===== src/rtl/xpt_step_sequencer.sv =====
// T-step sequencer: owns the XPT step counter and the latched opcode (Source).
// Runs the CM1 fetch phase, then enables the per-opcode decoders for execution.
//
// Ports:
//   clk, reset          - clock; synchronous active-high reset
//   Wait                - freezes the sequencer while high
//   DataBus[7:0]        - opcode byte, captured at XPT == LATCH_STEP
//   PR_Reset_XPT        - decoder strobe: XPT to 0, stay in EXEC
//   P2_Set_CM1          - decoder strobe: XPT to 0, start a fetch
//   XPT/notXPT[4:0]     - current step, true and complement
//   Source/notSource    - latched opcode, true and complement
//   CM1, enable, Fault  - FETCH, EXEC and FAULT state flags
module xpt_step_sequencer #(
    parameter int         XPT_WIDTH    = 5,
    parameter int         FETCH_LAST   = 3,
    parameter int         LATCH_STEP   = 2,
    parameter logic [7:0] RESET_OPCODE = 8'h00
) (
    input  logic                 clk,
    input  logic                 reset,
    input  logic                 Wait,
    input  logic [7:0]           DataBus,
    input  logic                 PR_Reset_XPT,
    input  logic                 P2_Set_CM1,
    output logic [XPT_WIDTH-1:0] XPT,
    output logic [XPT_WIDTH-1:0] notXPT,
    output logic [7:0]           Source,
    output logic [7:0]           notSource,
    output logic                 CM1,
    output logic                 enable,
    output logic                 Fault
);

    typedef enum logic [1:0] {
        FETCH = 2'd0,
        EXEC  = 2'd1,
        FAULT = 2'd2
    } state_t;

    localparam logic [XPT_WIDTH-1:0] XPT_LATCH = XPT_WIDTH'(LATCH_STEP);
    localparam logic [XPT_WIDTH-1:0] XPT_FLAST = XPT_WIDTH'(FETCH_LAST);
    localparam logic [XPT_WIDTH-1:0] XPT_EXEC0 = XPT_WIDTH'(FETCH_LAST + 1);
    localparam logic [XPT_WIDTH-1:0] XPT_MAX   = '1;

    state_t               state_q, state_d;
    logic [XPT_WIDTH-1:0] xpt_q, xpt_d;
    logic [7:0]           src_q, src_d;

    always_ff @(posedge clk) begin
        if (reset) begin
            state_q <= FETCH;
            xpt_q   <= '0;
            src_q   <= RESET_OPCODE;
        end else begin
            state_q <= state_d;
            xpt_q   <= xpt_d;
            src_q   <= src_d;
        end
    end

    always_comb begin
        state_d = state_q;
        xpt_d   = xpt_q;
        src_d   = src_q;
        // Wait freezes everything; strobes stay asserted by the
        // decoders (XPT is frozen) and are taken after Wait drops.
        if (!Wait) begin
            unique case (state_q)
                FETCH: begin
                    if (xpt_q == XPT_LATCH) begin
                        src_d = DataBus;
                    end
                    if (xpt_q == XPT_FLAST) begin
                        xpt_d   = XPT_EXEC0;
                        state_d = EXEC;
                    end else begin
                        xpt_d = xpt_q + 1'b1;
                    end
                end
                EXEC: begin
                    if (PR_Reset_XPT || P2_Set_CM1) begin
                        xpt_d = '0;
                        if (P2_Set_CM1) begin
                            state_d = FETCH;
                        end
                    end else if (xpt_q == XPT_MAX) begin
                        // Never wrap by counting: a runaway
                        // sequence is trapped until reset.
                        state_d = FAULT;
                    end else begin
                        xpt_d = xpt_q + 1'b1;
                    end
                end
                FAULT: begin
                    state_d = FAULT;
                end
                default: begin
                    state_d = FAULT;
                end
            endcase
        end
    end

    assign XPT       = xpt_q;
    assign notXPT    = ~xpt_q;
    assign Source    = src_q;
    assign notSource = ~src_q;
    assign CM1       = (state_q == FETCH);
    assign enable    = (state_q == EXEC);
    assign Fault     = (state_q == FAULT);

endmodule


===== config.mk =====
export PLATFORM = sky130hd
export DESIGN_NAME = xpt_step_sequencer
export DESIGN_NICKNAME = d
export VERILOG_FILES = /design/src/rtl/xpt_step_sequencer.sv
export SDC_FILE = /design/constraint.sdc
export NUM_CORES = 1
export LEC_CHECK = 0
export CORE_MARGIN = 3
export CORE_UTILIZATION = 33
export CTS_CLUSTER_DIAMETER = 60
export DETAILED_ROUTE_END_ITERATION = 12
export PLACE_DENSITY = 0.73
export SLEW_MARGIN = 20
export SYNTH_ARGS = -nofsm -noshare
export SYNTH_HDL_FRONTEND = slang
export SYNTH_SLANG_ARGS = --single-unit
export TNS_END_PERCENT = 10

===== constraint.sdc =====
create_clock -name clk -period 1.7 [get_ports clk]
set_input_delay 0.34 -clock clk [delete_from_list [all_inputs] [get_ports clk]]
set_output_delay 0.34 -clock clk [all_outputs]
set_load 0.01 [all_outputs]

==> impl_metrics.py, run 1 <==
metrics = {
    "route": {
        "routed_wl_um": 2040,
        "vias": 790,
        "drc": 0,
        "postRouteAntennaNets": 0,
        "drt-wirelength-per-cell_um": 12.1,
        "vias_per_cell": 4.67,
        "drtIter0Drc": 4,
        "drtPass1Iterations": 4,
    },
    "clock_network": {
        "clk_pin_slew_ns": 0.09,
        "clockRootBuffer": "clkbuf_4",
        "cts.path.max_buffers": 2,
        "cts-buffers-inserted": 3,
        "cts_sinks": 15,
        "cts-hold-fix-buffers": 0,
        "insertion_delay_ns": 0.28,
        "cts_tree": "done",
        "htreeDepth": 1,
    },
    "yosys": {
        "ys_seq_area_share_pct": 40.3,
        "synth_fp_nets": 105,
        "synth_top_area_cell": "dfxtp_1",
        "ys_ff_latch": 15,
        "synthCells": 89,
        "synth_top_family_by_area": "simple AND/OR/NAND/NOR gates",
        "synth_xor_area_share_pct": 3.53,
        "ys_top_cells_by_area": "dfxtp_1 (40%), mux2i_1 (12%), inv_1 (8.6%), nor2_1 (7.6%), ha_1 (5.0%)",
        "synth_fa_ha_area_share_pct": 5.04,
        "avgSynthCellArea_um2": 8.36,
        "synth_top_area_share_pct": 40.3,
        "synth_area_um2": 744,
        "synth_mux_area_share_pct": 12.1,
        "ys_warn_count": 0,
        "synth-simple-area-share_pct": 22.0,
        "synth_compound_area_share_pct": 7.90,
        "synth_cell_types": 23,
    },
    "die": {
        "rows": 16,
        "start_util_pct": 36.5,
        "coreArea_mm2": 0.00204,
        "dieArea_mm2": 0.00286,
        "io_pins": 42,
        "die_h_um": 53.5,
        "die_w_um": 53.5,
    },
    "timing": {
        "fin_worst_skew_ns": 0.00637,
        "max_slew_margin_pct": 75.4,
        "worstMarginPinSlew_ns": 0.368,
        "hold_viol": 0,
        "timing.final.ws_setup_ns": -0.0188,
        "max_freq_ghz": 0.582,
        "final-setup-viol-count": 5,
        "slew_violations": 0,
        "period_minus_slack_ns": 1.72,
        "fin_crit_sh_pct": 101,
        "rsz0062_at_grt": "true",
    },
    "global_route": {
        "grt_pass1_vias": 772,
        "grt_pass1_wl_um": 3110,
        "track_usage_pct": 14.7,
        "grt_antenna_before_repair": 0,
        "grt_overflow_total": 0,
        "grt_max_degree": 10,
    },
    "setup_path": {
        "start_kind": "flip-flop",
        "r2r_start": "XPT[0]",
        "worstPathMaxFanout": 2,
        "crit_path_end_kind": "flip-flop",
        "endpoint": "state_q[0]",
        "arrival_ns": 1.93,
        "r2r_cells": 5,
        "cp.required_ns": 1.91,
        "crit_type": "reg -> reg",
        "setup.worst_path.start": "XPT[0]",
        "reg2reg_slack_ns": -0.02,
        "reg2reg_to": "state_q[0]",
    },
    "layout": {
        "stdcell_area_mm2": 0.00135,
        "layout_commonest_cell": "clkdlybuf4s50_1",
        "layout.nets": 159,
        "layout_common_cells": "clkdlybuf4s50_1 (37), inv_1 (17), nor2_1 (15)",
        "syn2layout_area_growth_pct": 80.8,
        "instances_no_fill": 169,
        "diodes": 0,
        "layout-drive-gt1-share_pct": 21.8,
    },
    "power": {
        "power_mw": 0.728,
        "peakVddDrop_mv": 0.339,
        "pwr_density_cell_mw_per_mm2": 541,
        "p_leak_nw": 0.589,
    },
    "worst_hold_path": {
        "min_path_type": "reg -> reg",
    },
    "placement": {
        "dp_hpwl_um": 1540,
        "routabilityCongestion": 0.844,
        "dpl.cell_count": 163,
        "io_buffers": 41,
        "postPlaceCellArea_mm2": 0.00124,
    },
    "run_status": {
        "outcome": "complete, but fails checks",
        "failed_checks": "setup timing",
    },
    "job": {
        "cap_viol_max_count": 0,
    },
}
-- cell type report --
cell class              count  area [um2]
flip-flops and latches     15         309
clock buffers               4        26.3
multi-input cells          56         429
fillers                   194         696
well taps                  27        33.8
inverters                  17        63.8
repair buffers             50         484
-- logic make-up after synthesis --
family	count (synthesis)
buffers and inverters	18
adder cells (fa/ha/maj)	3
AND/OR/NAND/NOR	32
flip-flops	15
XOR/XNOR	3
multiplexers	9
AO/OA/AOI/OAI	9
-- registers in the layout, summed over array words and instances (netlist names) --
name     cells
state_q      2
Source       8
XPT          5
-- power by group --
part	switching [mW]	internal, mW	leakage [nW]
clock	0.109	0.0909	0.0150
combinational	0.0644	0.0945	0.450
sequential	0.00795	0.361	0.124
-- per-layer routing --
| layer | GRT usage [%] | share of wire (%) | vias up |
|---|---|---|---|
| met4 | 3.83 | 1.6 | 0 |
| li1 | - | - | 397 |
| met2 | 24.3 | 47 | 39 |
| met3 | 3.66 | 8.0 | 4 |
| met1 | 18.8 | 43 | 350 |
| met5 | 0 | 0 | - |
-- critical path, stage by stage (launching register included) --
cell     delay [ns]
dfxtp_2        0.34
ha_2           0.18
buf_4          0.11
or4b_4         0.46
or4_1          0.44
a21oi_2        0.12
-- what timing repair did --
action / in CTS / in global routing
pin swaps: 0 / 2
gates resized for setup: 7 / 15
setup endpoints to repair: 8 / 9
buffers inserted: 0 / 2
-- stage by stage --
step                      hold slack (ns)  utilization, %  setup TNS [ns]  setup slack, ns
after floorplan                     0.409               -               0           0.0521
after global placement              0.511            60.6          -0.172          -0.0252
after detailed placement            0.520            60.6          -0.563          -0.0827
after CTS                           0.541            62.6        -0.00797         -0.00797
after global routing                0.555            65.9          -0.343          -0.0716
final                               0.539            65.9         -0.0468          -0.0188
-- how the worst min path moves through the flow --
| stage | to | startpoint | depth (start not counted) |
|---|---|---|---|
| floorplan | XPT[1] | reset | 1 |
| CTS | state_q[0] | state_q[0] | 2 |
| global placement | Source[3] | Source[3] | 2 |
| detailed placement | Source[3] | Source[3] | 2 |
| global route | XPT[4] | XPT[4] | 2 |
| finish | XPT[4] | XPT[4] | 2 |
-- Yosys cell counts --
master     n
a21o_1     1
a21oi_1    3
and3_2     2
clkbuf_1   1
dfxtp_1   15
ha_1       3
inv_1     17
mux2i_1    9
nand2_1    3
nand2b_1   1
nand4_2    1
nor2_1    15
nor2b_1    1
nor3_1     4
o211ai_1   2
o21ai_0    1
o21ai_1    1
o41a_1     1
or2_2      1
or3_1      2
or4_1      1
or4b_1     1
xnor2_1    3
(Power assumes the default switching activity.)
==> run 2: changes to the inputs <==
- RECOVER_POWER: not set -> 100
==> run 2 against run 1 <==
The flow still finishes with violations (setup timing). Via count is the same. Worst setup slack is essentially flat. Clock power is essentially flat. Flip-flop and latch count is the same. Global-route usage is the same. Sequential share of layout area grew 0.19 points. Core utilization shrank 0.55 points. Maximum frequency is essentially flat. Combinational power is essentially flat. Die area is the same. Critical path depth is the same. Critical endpoint unchanged. Highest routed layer unchanged.
==> impl_metrics.py, run 2 (same netlist as run 1, synthesis figures left out) <==
metrics = {
    "timing": {
        "worstMarginPinSlew_ns": 0.368,
        "final-setup-viol-count": 5,
        "fin_worst_skew_ns": 0.00637,
        "slew_violations": 0,
        "fin_crit_sh_pct": 101,
        "worst_hold_slack_ns": 0.539,
        "hold_viol": 0,
        "timing.final.ws_setup_ns": -0.0188,
        "max_freq_ghz": 0.582,
        "rsz0062_at_grt": "true",
        "max_slew_margin_pct": 75.4,
        "period_minus_slack_ns": 1.72,
    },
    "die": {
        "start_util_pct": 36.5,
        "die_h_um": 53.5,
        "dieArea_mm2": 0.00286,
        "coreArea_mm2": 0.00204,
        "rows": 16,
        "die_w_um": 53.5,
        "io_pins": 42,
    },
    "setup_path": {
        "arrival_ns": 1.93,
        "worstPathMaxFanout": 2,
        "path_cells": "ha_2 > buf_4 > or4b_4 > or4_1 > a21oi_2",
        "start_kind": "flip-flop",
        "cpMaxStageDelayCell": "or4b_4",
        "crit_family": "simple AND/OR/NAND/NOR gates",
        "crit_type": "reg -> reg",
        "path_buf_inv": 1,
        "cp.required_ns": 1.91,
        "cp_slowest_stage_delay_ns": 0.46,
        "crit_path_end_kind": "flip-flop",
    },
    "clock_network": {
        "clk_pin_slew_ns": 0.09,
        "cts-hold-fix-buffers": 0,
        "insertion_delay_ns": 0.28,
        "cts-buffers-inserted": 3,
        "cts_tree": "done",
        "htreeDepth": 1,
        "cts.path.max_buffers": 2,
        "clockRootBuffer": "clkbuf_4",
        "cts_sinks": 15,
    },
    "global_route": {
        "grt_pass1_wl_um": 3110,
        "grt_antenna_before_repair": 0,
        "track_usage_pct": 14.7,
        "grt_overflow_total": 0,
        "grt_pass1_vias": 772,
        "grt_max_degree": 10,
    },
    "layout": {
        "layout_commonest_cell": "clkdlybuf4s50_1",
        "layout_common_cells": "clkdlybuf4s50_1 (37), inv_1 (17), nor2_1 (15)",
        "stdcell_area_mm2": 0.00134,
        "layout.nets": 159,
        "largest_reg_flops": 8,
        "layout-drive-gt1-share_pct": 21.8,
        "diodes": 0,
        "instances_no_fill": 169,
        "syn2layout_area_growth_pct": 79.3,
    },
    "route": {
        "postRouteAntennaNets": 0,
        "drc": 0,
        "drtPass1Iterations": 4,
        "vias_per_cell": 4.67,
        "routed_wl_um": 2040,
        "vias": 790,
        "drt-wirelength-per-cell_um": 12.1,
        "drtIter0Drc": 4,
    },
    "worst_hold_path": {
        "min_path_type": "reg -> reg",
    },
    "placement": {
        "postPlaceCellArea_mm2": 0.00124,
        "dp_hpwl_um": 1540,
        "dpl.cell_count": 163,
        "io_buffers": 41,
        "routabilityCongestion": 0.844,
    },
    "power": {
        "peakVddDrop_mv": 0.339,
        "pwr_density_cell_mw_per_mm2": 545,
        "p_leak_nw": 0.567,
    },
    "run_status": {
        "outcome": "complete, but fails checks",
        "failed_checks": "setup timing",
    },
    "job": {
        "cap_viol_max_count": 0,
    },
}
## run 2: cell type report
cell class / instances / area [um2]
Timing Repair Buffer: 50 / 473
Sequential cell: 15 / 309
Tap cell: 27 / 33.8
Clock buffer: 4 / 26.3
Inverter: 17 / 63.8
Fill cell: 194 / 707
Multi-Input combinational cell: 56 / 429
## run 2: what timing repair did
item / in CTS / in global routing
pin swaps: 0 / 2
setup endpoints to repair: 8 / 9
setup buffers: 0 / 2
resized for setup: 7 / 15
## run 2: worst paths after layout
path                              endpoint  slack [ns]  depth (start not counted)  startpoint
worst min-delay path                XPT[4]        0.54                          2      XPT[4]
worst max-delay path            state_q[0]       -0.02                          5      XPT[0]
worst min register to register      XPT[4]        0.54                          2      XPT[4]
worst max register to register  state_q[0]       -0.02                          5      XPT[0]
## run 2: where the power goes
group	internal (mW)	switching, mW
logic	0.0943	0.0645
registers	0.361	0.00795
clock network	0.0909	0.109
total	0.546	0.182
## run 2: routing by layer
layer  wire length [um]  up-vias  GRT usage, %
met3                163        4          3.66
li1                   -      397             -
met5                  0        -             0
met4                 32        0          3.83
met1                881      350          18.8
met2                959       39          24.3
## run 2: tightest hold or removal path, cell delays in order (launching register included)
cell and delay (ns):
dfxtp_2 0.37, nand2_1 0.09, a21oi_2 0.05
## run 2: per-stage QoR
stage / util (%) / setup WS [ns] / total power [mW] / setup TNS (ns)
CTS: 62.6 / -0.00797 / 0.728 / -0.00797
detailed placement: 60.6 / -0.0827 / 0.529 / -0.563
floorplan: - / 0.0521 / 0.432 / 0
finish: 65.4 / -0.0188 / 0.728 / -0.0467
global route: 65.4 / -0.0716 / 0.766 / -0.343
global placement: 60.6 / -0.0252 / 0.525 / -0.172
